==> src/rtl/rtc_pkg.sv <==
// Shared constants for the RTC read path: command byte, register map,
// strobe encodings and the bus-phase state type.
package rtc_pkg;

  localparam logic [7:0] RTC_CMD_TRANSFER = 8'hF0;
  localparam logic [7:0] ADDR_CMD         = 8'hF0;
  localparam logic [7:0] ADDR_SEG         = 8'h21;
  localparam logic [7:0] ADDR_MIN         = 8'h22;
  localparam logic [7:0] ADDR_HORA        = 8'h23;
  localparam logic [7:0] ADDR_DIA         = 8'h24;
  localparam logic [7:0] ADDR_MES         = 8'h25;
  localparam logic [7:0] ADDR_ANIO        = 8'h26;

  // {cs_n, rd_n, wr_n, a_d}
  localparam logic [3:0] CTL_IDLE      = 4'b1111;
  localparam logic [3:0] CTL_ADDR_WR   = 4'b0101;
  localparam logic [3:0] CTL_ADDR_HOLD = 4'b0111;
  localparam logic [3:0] CTL_DATA_RD   = 4'b0011;
  localparam logic [3:0] CTL_DATA_WR   = 4'b0101;

  typedef enum logic [2:0] {
    PH_IDLE   = 3'd0,
    PH_A_SET  = 3'd1,
    PH_A_HOLD = 3'd2,
    PH_D_SET  = 3'd3,
    PH_D_END  = 3'd4,
    PH_GAP    = 3'd5
  } phase_e;

  function automatic logic [7:0] slot_addr(input logic [2:0] slot);
    logic [7:0] a;
    case (slot)
      3'd1:    a = ADDR_SEG;
      3'd2:    a = ADDR_MIN;
      3'd3:    a = ADDR_HORA;
      3'd4:    a = ADDR_DIA;
      3'd5:    a = ADDR_MES;
      3'd6:    a = ADDR_ANIO;
      default: a = ADDR_CMD;
    endcase
    return a;
  endfunction

endpackage

==> src/rtl/rtc_lectura_if.sv <==
// Multiplexed AD bus plus RTC strobes as seen by the read sequencer (master)
// and by the pad/RTC side (slave).
interface rtc_lectura_if;
  logic [7:0] ad_in;
  logic [7:0] ad_out;
  logic       ad_oe;
  logic [3:0] control;

  modport master (input ad_in, output ad_out, output ad_oe, output control);
  modport slave  (output ad_in, input ad_out, input ad_oe, input control);
endinterface

==> src/rtl/rtc_bus_ciclo.sv <==
// Runs one five-phase RTC bus cycle; chains straight into the next cycle when
// go is high on the last GAP clock so back-to-back cycles have no idle clock.
//
// state     | meaning
// PH_IDLE   | bus released, waiting for go
// PH_A_SET  | address driven, cs_n low
// PH_A_HOLD | address held, strobes settle
// PH_D_SET  | write: data driven with wr_n low / read: rd_n low, bus released
// PH_D_END  | strobes back high, write data still held
// PH_GAP    | cs_n high between cycles
module rtc_bus_ciclo
  import rtc_pkg::*;
#(
  parameter int T_PH = 4
) (
  input  logic       clk,
  input  logic       reset,
  input  logic       go,
  input  logic       rw,
  input  logic [7:0] addr,
  input  logic [7:0] wdata,
  output logic [3:0] control,
  output logic [7:0] ad_out,
  output logic       ad_oe,
  output logic       cap_strobe,
  output logic       fin
);

  localparam logic [5:0] CNT_LAST = 6'(T_PH - 1);

  phase_e     phase;
  logic [5:0] cnt;
  logic       last;

  assign last = (cnt == CNT_LAST);

  always_ff @(posedge clk) begin
    if (reset) begin
      phase <= PH_IDLE;
      cnt   <= '0;
    end else if (phase == PH_IDLE) begin
      cnt <= '0;
      if (go) phase <= PH_A_SET;
    end else if (last) begin
      cnt <= '0;
      case (phase)
        PH_A_SET:  phase <= PH_A_HOLD;
        PH_A_HOLD: phase <= PH_D_SET;
        PH_D_SET:  phase <= PH_D_END;
        PH_D_END:  phase <= PH_GAP;
        default:   phase <= go ? PH_A_SET : PH_IDLE;
      endcase
    end else begin
      cnt <= cnt + 6'd1;
    end
  end

  // rw=1 is a read; the bus is released for the whole data part of a read
  always_comb begin
    control = CTL_IDLE;
    ad_oe   = 1'b0;
    ad_out  = 8'h00;
    case (phase)
      PH_A_SET: begin
        control = CTL_ADDR_WR;
        ad_oe   = 1'b1;
        ad_out  = addr;
      end
      PH_A_HOLD: begin
        control = CTL_ADDR_HOLD;
        ad_oe   = 1'b1;
        ad_out  = addr;
      end
      PH_D_SET: begin
        if (rw) begin
          control = CTL_DATA_RD;
        end else begin
          control = CTL_DATA_WR;
          ad_oe   = 1'b1;
          ad_out  = wdata;
        end
      end
      PH_D_END: begin
        control = CTL_ADDR_HOLD;
        if (!rw) begin
          ad_oe  = 1'b1;
          ad_out = wdata;
        end
      end
      default: ;
    endcase
  end

  assign cap_strobe = (phase == PH_D_SET) && last && rw;
  assign fin        = (phase == PH_GAP) && last;

endmodule

==> src/rtl/rtc_lectura.sv <==
// RTC read sequencer: one transfer-command write, six register reads, then an
// atomic commit of the six BCD bytes to the snapshot outputs.
//
// state  | meaning
// S_IDLE | waiting for start, bus released
// S_RUN  | slots 0..N_RD in progress (slot 0 = command write)
module rtc_lectura
  import rtc_pkg::*;
#(
  parameter int T_PH = 4,
  parameter int N_RD = 6
) (
  input  logic              clk,
  input  logic              reset,
  input  logic              start,
  rtc_lectura_if.master     bus,
  output logic              busy,
  output logic              done,
  output logic [7:0]        seg,
  output logic [7:0]        min,
  output logic [7:0]        hora,
  output logic [7:0]        dia,
  output logic [7:0]        mes,
  output logic [7:0]        anio
);

  localparam logic [0:0] S_IDLE    = 1'b0;
  localparam logic [0:0] S_RUN     = 1'b1;
  localparam logic [2:0] SLOT_LAST = 3'(N_RD);

  logic [0:0] state;
  logic [2:0] slot;
  logic [7:0] shadow [1:N_RD];

  logic       go;
  logic       cap_strobe;
  logic       fin;
  logic [3:0] control;
  logic [7:0] ad_out;
  logic       ad_oe;

  assign go = ((state == S_IDLE) && start) || (fin && (slot != SLOT_LAST));

  rtc_bus_ciclo #(.T_PH(T_PH)) u_ciclo (
    .clk        (clk),
    .reset      (reset),
    .go         (go),
    .rw         (slot != 3'd0),
    .addr       (slot_addr(slot)),
    .wdata      (RTC_CMD_TRANSFER),
    .control    (control),
    .ad_out     (ad_out),
    .ad_oe      (ad_oe),
    .cap_strobe (cap_strobe),
    .fin        (fin)
  );

  assign bus.control = control;
  assign bus.ad_out  = ad_out;
  assign bus.ad_oe   = ad_oe;
  assign busy        = (state == S_RUN);

  always_ff @(posedge clk) begin
    if (reset) begin
      state <= S_IDLE;
      slot  <= '0;
      done  <= 1'b0;
      seg   <= 8'h00;
      min   <= 8'h00;
      hora  <= 8'h00;
      dia   <= 8'h00;
      mes   <= 8'h00;
      anio  <= 8'h00;
      for (int i = 1; i <= N_RD; i++) shadow[i] <= 8'h00;
    end else begin
      done <= 1'b0;
      if (state == S_IDLE) begin
        if (start) state <= S_RUN;
      end else begin
        if (cap_strobe) shadow[slot] <= bus.ad_in;
        // the slot counter moves together with the bus cycle hand-over
        if (fin) begin
          if (slot == SLOT_LAST) begin
            state <= S_IDLE;
            slot  <= '0;
            done  <= 1'b1;
            seg   <= shadow[1];
            min   <= shadow[2];
            hora  <= shadow[3];
            dia   <= shadow[4];
            mes   <= shadow[5];
            anio  <= shadow[6];
          end else begin
            slot <= slot + 3'd1;
          end
        end
      end
    end
  end

endmodule

==> src/flat_wrapper.sv <==
// flat-port wrapper written by rule: the top's interface ports become plain ports
module rtc_lectura_flat import rtc_pkg::*;
#(
  parameter int T_PH = 4,
  parameter int N_RD = 6
)
  (clk, reset, start, busy, done, seg, min, hora, dia, mes, anio, bus_ad_in, bus_ad_out, bus_ad_oe, bus_control);
  rtc_lectura_if bus_i ();
  input  logic clk;
  input  logic reset;
  input  logic start;
  output logic busy;
  output logic done;
  output logic [7:0] seg;
  output logic [7:0] min;
  output logic [7:0] hora;
  output logic [7:0] dia;
  output logic [7:0] mes;
  output logic [7:0] anio;
  input wire logic [$bits(bus_i.ad_in)-1:0] bus_ad_in;
  output wire logic [$bits(bus_i.ad_out)-1:0] bus_ad_out;
  output wire logic [$bits(bus_i.ad_oe)-1:0] bus_ad_oe;
  output wire logic [$bits(bus_i.control)-1:0] bus_control;
  assign bus_i.ad_in = bus_ad_in;
  assign bus_ad_out = bus_i.ad_out;
  assign bus_ad_oe = bus_i.ad_oe;
  assign bus_control = bus_i.control;
  rtc_lectura #(.T_PH(T_PH), .N_RD(N_RD)) u_core (.clk(clk), .reset(reset), .start(start), .bus(bus_i), .busy(busy), .done(done), .seg(seg), .min(min), .hora(hora), .dia(dia), .mes(mes), .anio(anio));
endmodule
==> config.mk <==
export PLATFORM = sky130hd
export DESIGN_NAME = rtc_lectura_flat
export DESIGN_NICKNAME = d
export VERILOG_FILES = /design/src/rtl/rtc_pkg.sv /design/src/rtl/rtc_lectura_if.sv /design/src/rtl/rtc_bus_ciclo.sv /design/src/rtl/rtc_lectura.sv /design/src/flat_wrapper.sv
export SDC_FILE = /design/constraint.sdc
export NUM_CORES = 1
export LEC_CHECK = 0
export ABC_AREA = 1
export CORE_MARGIN = 4
export CORE_UTILIZATION = 54
export DETAILED_ROUTE_END_ITERATION = 6
export GPL_TIMING_DRIVEN = 0
export PLACE_DENSITY = 0.82
export SYNTH_ARGS = -nofsm -noshare
export SYNTH_HDL_FRONTEND = slang
export SYNTH_HIERARCHICAL = 1
export SYNTH_SLANG_ARGS = --single-unit
==> constraint.sdc <==
create_clock -name clk -period 4 [get_ports clk]
set_input_delay 0.6 -clock clk [delete_from_list [all_inputs] [get_ports clk]]
set_output_delay 0.6 -clock clk [all_outputs]
set_load 0.01 [all_outputs]
==> reports/results.ini, run 1 <==
[layout]
diodes=0
final_layout_size_suffix_gt1_share_pct=10.9
nets=569
nFillCells=634
multi_input_area_um2=1500
seq_area_um2=2680
fin_area_um2=5450
instances_no_fill=663
area_growth_pct=23.7

[yosys]
ys_warn_count=6
synth_edf_count=48
yosysMostFrequentCell=nand3_1
synthFlopType=dfxtp_1
synth_area_leader_cell=edfxtp_1
synth_seq_area_share_pct=60.9
synth-seq-cells=110
synth.cell_area_um2=4410
synth_cell_types=32
synthTopCellsByCount=nand3_1, nand2_1, nor2_1
yosys-top-cells-area=edfxtp_1, dfxtp_1, nand3_1
postSynthAreaPerCell_um2=9.46
yosysTopAreaCellShare_pct=32.7
synthArstFlopShare_pct=0
synthCells=466

[die]
die_h_um=98.3
coreArea_um2=7850
dieArea_um2=9670
start_util_pct=56.2
rows=32
io_pins=74
fp.dieW_um=98.3

[timing]
skew_ns=0.00731
timing.fmax_mhz=349
final-hold-violation-count=0
rsz0062_at_grt=false
timing.final.ws_setup_ns=1.13
min_period_ns=2.87
min_period_over_period_pct=71.6
setup_tns_ns=0
setup_viol=0
slew_viol_final=0

[drt]
routedWlPerCell_um=15.0
initialDrtViolationCount=231
first_pass_iters=7
postRouteAntennaNets=0
vias=3472
wl_mm=9.92
post-route-drc-count=0
vias_per_cell=5.24

[placement]
dpl_worst_slack_ns=1.48
placed_area_um2=5280
placed_cells=647
gp_congestion=0.855
place.port_buffers=71
hpwl_mm=7.24

[worst_setup_path]
cp.arrival_ns=2.27
slowest_stage=clkdlybuf4s50_1
critPathMostFrequentCell=inv_1
startpoint_type=flip-flop
worstPathMaxFanout=9
required_ns=3.40
cp_top_family=buffers and inverters
cp_cell_sequence=buf_2, nand2_1, inv_1, ha_1, inv_1, o21ai_0, nor2_1, a32o_1, clkdlybuf4s50_1
end_kind=primary output
crit_type=flip-flop to primary output
crit_path_max_incr_delay_ns=0.53
crit_buf_inv=4

[clock_network]
ctsHoldBuffers=0
post_cts_buffers=0
cts_tree=done
clockBufferDepth=2
cts-root-buf=clkbuf_8
numClockSinks=110
cts_resized=0
clkSlewWorstSetupHoldPaths_ns=0.10
htreeDepth=3
clock_latency_ns=0.37
cts_made_buffers=9

[power_and_ir_drop]
totalPowerFinal_mw=1.90
p_per_area_nw_per_um2=348
ir_drop_uv=201
leakage_nw=2.26

[run]
cap_violations=0

[global_routing]
grt_remaining_overflow=0
grt_pass1_vias=3415
grt_pass1_wl_mm=16.2
grt_max_degree=20
grt_usage_pct=21.1
antenna_found_initial=0

[hold_path]
hold_path_class=flip-flop to flip-flop

[outcome]
outcome=finished, final reports clean

==> sequential cells by signal, summed over array words and instances (netlist names) <==
name and count:
u_core/anio 8, u_core/busy 1, u_core/dia 8, u_core/done 1
u_core/hora 8, u_core/mes 8, u_core/min 8, u_core/seg 8
u_core/shadow 48, u_core/slot 3, u_core/u_ciclo/cnt 6, u_core/u_ciclo/phase 3
==> metrics by stage <==
stage | hold WS, ns | util (%)
floorplan | 0.418 | -
CTS | 0.470 | 69.5
finish | 0.470 | 69.5
global placement | 0.432 | 67.2
detailed placement | 0.456 | 67.2
global route | 0.490 | 69.5
==> final timing paths <==
kind / from / cells past startpoint / endpoint / slack [ns]
worst max-delay path: u_core/slot[0]$_SDFFE_PP0N_ / 9 / bus_ad_out[4] / 1.13
worst min-delay path: u_core/mes[3]$_SDFFE_PP0P_ / 2 / u_core/mes[3]$_SDFFE_PP0P_ / 0.47
worst max register to register: u_core/u_ciclo/cnt[0]$_SDFF_PP0_ / 9 / u_core/shadow[1][3]$_SDFFCE_PN0P_ / 1.59
worst min register to register: u_core/mes[3]$_SDFFE_PP0P_ / 2 / u_core/mes[3]$_SDFFE_PP0P_ / 0.47
==> tightest hold or removal path, delay by kind of cell (launching register included) <==
family | cells | cell delay (ns)
DFF | 1 | 0.32
and+or+nand+nor | 2 | 0.11
==> report_power, final <==
part / total, mW / internal (mW) / switching, mW / leakage, nW
clock: 0.604 / 0.233 / 0.371 / 0.0887
sequential: 1.21 / 1.19 / 0.0104 / 0.955
combinational: 0.0881 / 0.0320 / 0.0562 / 1.22
total: 1.90 / 1.46 / 0.438 / 2.26
==> cells by family (layout without fill, tap and decap cells) <==
logic type / Yosys count / after routing / share of synthesized area (%)
AOI/OAI and AO/OA: 20 / 20 / 3.38
xor gates and xnor gates: 2 / 2 / 0.398
adders and majority gates: 2 / 2 / 0.568
buffers and inverters: 57 / 144 / 5.82
DFF: 110 / 110 / 60.9
other: 3 / 11 / 0.256
and+or+nand+nor: 272 / 272 / 28.7
==> placed cells by master (no fill, tap or decap), types with 2 or more instances in the layout <==
| cell | instances |
|---|---|
| buf_2 | 13 |
| nand2_1 | 80 |
| nand3_2 | 8 |
| inv_2 | 7 |
| inv_1 | 25 |
| nor2_1 | 68 |
| edfxtp_1 | 48 |
| xor2_1 | 2 |
| a21oi_1 | 3 |
| conb_1 | 11 |
| ha_1 | 2 |
| clkbuf_1 | 3 |
| buf_4 | 3 |
| clkbuf_8 | 9 |
| dfxtp_1 | 62 |
| buf_1 | 4 |
| buf_6 | 2 |
| nor3_1 | 2 |
| clkinv_4 | 2 |
| a32o_1 | 8 |
| o21ai_0 | 5 |
| nand3_1 | 102 |
| clkdlybuf4s50_1 | 71 |
| nor2_2 | 3 |
| nand2_2 | 3 |
| nor2_4 | 2 |
==> per-layer routing <==
layer | up-vias | part of all wire, % | wire length (um) | global-route usage (%)
met5 | - | 0 | 0 | 0
met4 | 0 | 2.6 | 261 | 10.1
met3 | 26 | 6.7 | 663 | 4.50
met2 | 117 | 51 | 5030 | 35.9
met1 | 1604 | 40 | 3970 | 25.4
li1 | 1725 | - | - | -
==> area by class of cell <==
cell class,count,share of cell area [%]
buffer,24,2.43
timing repair buffer,71,13.0
sequential,110,49.2
tap,102,2.34
multi-input combinational,307,27.5
clock inverter,6,0.872
clock buffer,10,2.34
inverter,33,2.27
(Power assumes the default switching activity.)
==> run 2: changes to the inputs <==
- CORE_UTILIZATION: 54 -> 48
- PLACE_DENSITY: 0.82 -> 0.77
- clock period: 4 -> 2.42 ns (I/O delays scaled with it)
==> run 2 against run 1 <==
Global-route usage is 2.2 points lower. Clock skew rose by 0.0027 ns. Via count up 1.2%. Hold slack lost 0.010 ns. Sequential cell count is the same. Routed wire length rose by 1.7%. Largest power group unchanged. Total power increased by 72%. Critical path type unchanged. Clock power rose by 87%. Combinational power increased by 66%. Non-clock buffer count grew 1.
==> reports/results.ini, run 2 (same netlist as run 1, synthesis figures left out) <==
[timing]
skew_ns=0.0100
slew_viol_final=0
timing.fmax_mhz=435
rsz0062_at_grt=false
min_period_ns=2.30
setup_tns_ns=0
final-hold-violation-count=0
min_period_over_period_pct=94.9
setup_viol=0

[global_routing]
grt_pass1_wl_mm=16.5
antenna_found_initial=0
grt_usage_pct=18.9
grt.busiest_layer=met2
use_met3_pct=3.86
grt_remaining_overflow=0
grt_pass1_vias=3448
grtUsageMet2_pct=33.1
grt_max_degree=19
grtUsageMet1_pct=23.3

[drt]
routedWlPerCell_um=15.1
wl_mm=10.1
first_pass_iters=5
post-route-drc-count=0
postRouteAntennaNets=0
vias=3515
initialDrtViolationCount=273
vias_per_cell=5.25

[clock_network]
clockBufferDepth=2
cts-root-buf=clkbuf_8
numClockSinks=110
clock_latency_ns=0.36
clkSlewWorstSetupHoldPaths_ns=0.10
ctsHoldBuffers=0
cts_tree=done
cts_made_buffers=9
htreeDepth=3

[placement]
hpwl_mm=7.31
gp_congestion=0.815
place.port_buffers=71

[worst_setup_path]
crit_type=flip-flop to primary output
crit_path_max_incr_delay_ns=0.54
critPathMostFrequentCell=nand2_1
cp.arrival_ns=1.93
cp_cell_sequence=buf_6, nand2_1, inv_2, ha_1, inv_1, nand2_1, a32o_1, clkdlybuf4s50_1
required_ns=2.06
worstPathMaxFanout=9
end_kind=primary output
cp_top_family=buffers and inverters
crit_buf_inv=4
slowest_stage=clkdlybuf4s50_1
startpoint_type=flip-flop

[power_and_ir_drop]
ir_drop_uv=337
p_per_area_nw_per_um2=589
leakage_nw=2.31
totalPowerFinal_mw=3.26

[layout]
mostFrequentLayoutCells=nand3_1, nand2_1, clkdlybuf4s50_1, nor2_1, dfxtp_1
top_register=u_core/shadow
nets=570
final_layout_size_suffix_gt1_share_pct=13.5
diodes=0
layout_commonest_cell=nand3_1
area_growth_pct=25.7
largest_register_ffs=48

[die]
rows=34
fp.dieW_um=104
start_util_pct=50.0
io_pins=74
die_h_um=104
dieArea_um2=10800
coreArea_um2=8810

[outcome]
outcome=finished, final reports clean

[hold_path]
hold_path_class=flip-flop to flip-flop

[run]
cap_violations=0

## run 2: cell count changes in the layout (fill, tap and decap cells not counted), moves of 2 or more
| cell | delta |
|---|---|
| nand2_1 | -5 |
| dfxtp_2 | +2 |
| nor2_4 | +2 |
| nand2_2 | +5 |
| clkdlybuf4s50_1 | -4 |
| clkdlybuf4s15_1 | +2 |
| dfxtp_1 | -2 |
| nor2_1 | -2 |
## run 2: stage by stage
step / utilization [%] / setup slack [ns] / std cells / instance area (um2) / hold slack (ns)
final: 62.9 / 0.124 / 670 / 5540 / 0.460
after global routing: 62.9 / 0.00494 / 670 / 5540 / 0.480
after CTS: 62.5 / 0.00677 / 669 / 5500 / 0.459
after detailed placement: 60.0 / 0.00421 / 653 / 5280 / 0.441
after global placement: 60.0 / 0.0749 / 653 / 5280 / 0.433
after floorplan: - / 0.406 / 474 / 4440 / 0.418
## run 2: final timing paths
path | from | end | slack, ns | cells past startpoint
setup / recovery | u_core/slot[0]$_SDFFE_PP0N_ | bus_ad_out[0] | 0.12 | 8
hold / removal | u_core/u_ciclo/cnt[0]$_SDFF_PP0_ | u_core/u_ciclo/cnt[0]$_SDFF_PP0_ | 0.46 | 1
setup reg to reg | u_core/u_ciclo/cnt[0]$_SDFF_PP0_ | u_core/shadow[5][7]$_SDFFCE_PN0P_ | 0.19 | 9
hold reg to reg | u_core/u_ciclo/cnt[0]$_SDFF_PP0_ | u_core/u_ciclo/cnt[0]$_SDFF_PP0_ | 0.46 | 1
## run 2: per-layer routing
layer / part of all wire, % / routed length [um] / vias up
met5: 0 / 0 / -
met4: 1.3 / 133 / 0
met3: 5.3 / 532 / 12
met2: 51 / 5140 / 106
met1: 42 / 4280 / 1664
li1: - / - / 1733
## run 2: timing repair
action,in CTS,in global routing
gates resized for setup,10,15
setup endpoints to repair,18,106
cloned,0,0
hold endpoints to repair,0,0
pin swaps,0,1
buffers inserted,0,1
## run 2: area by class of cell
class / instances / area [um2]
Fill cell: 742 / 3270
Sequential cell: 110 / 2690
Multi-Input combinational cell: 307 / 1530
Timing Repair Buffer: 72 / 716
Buffer: 24 / 139
Clock buffer: 10 / 138
Tap cell: 108 / 135
Inverter: 33 / 125
Clock inverter: 6 / 70.1
## run 2: power breakdown
group          total, mW  internal, mW  switching [mW]
Combinational      0.146        0.0510          0.0949
Sequential          1.99          1.97          0.0173
Clock               1.13         0.515           0.611
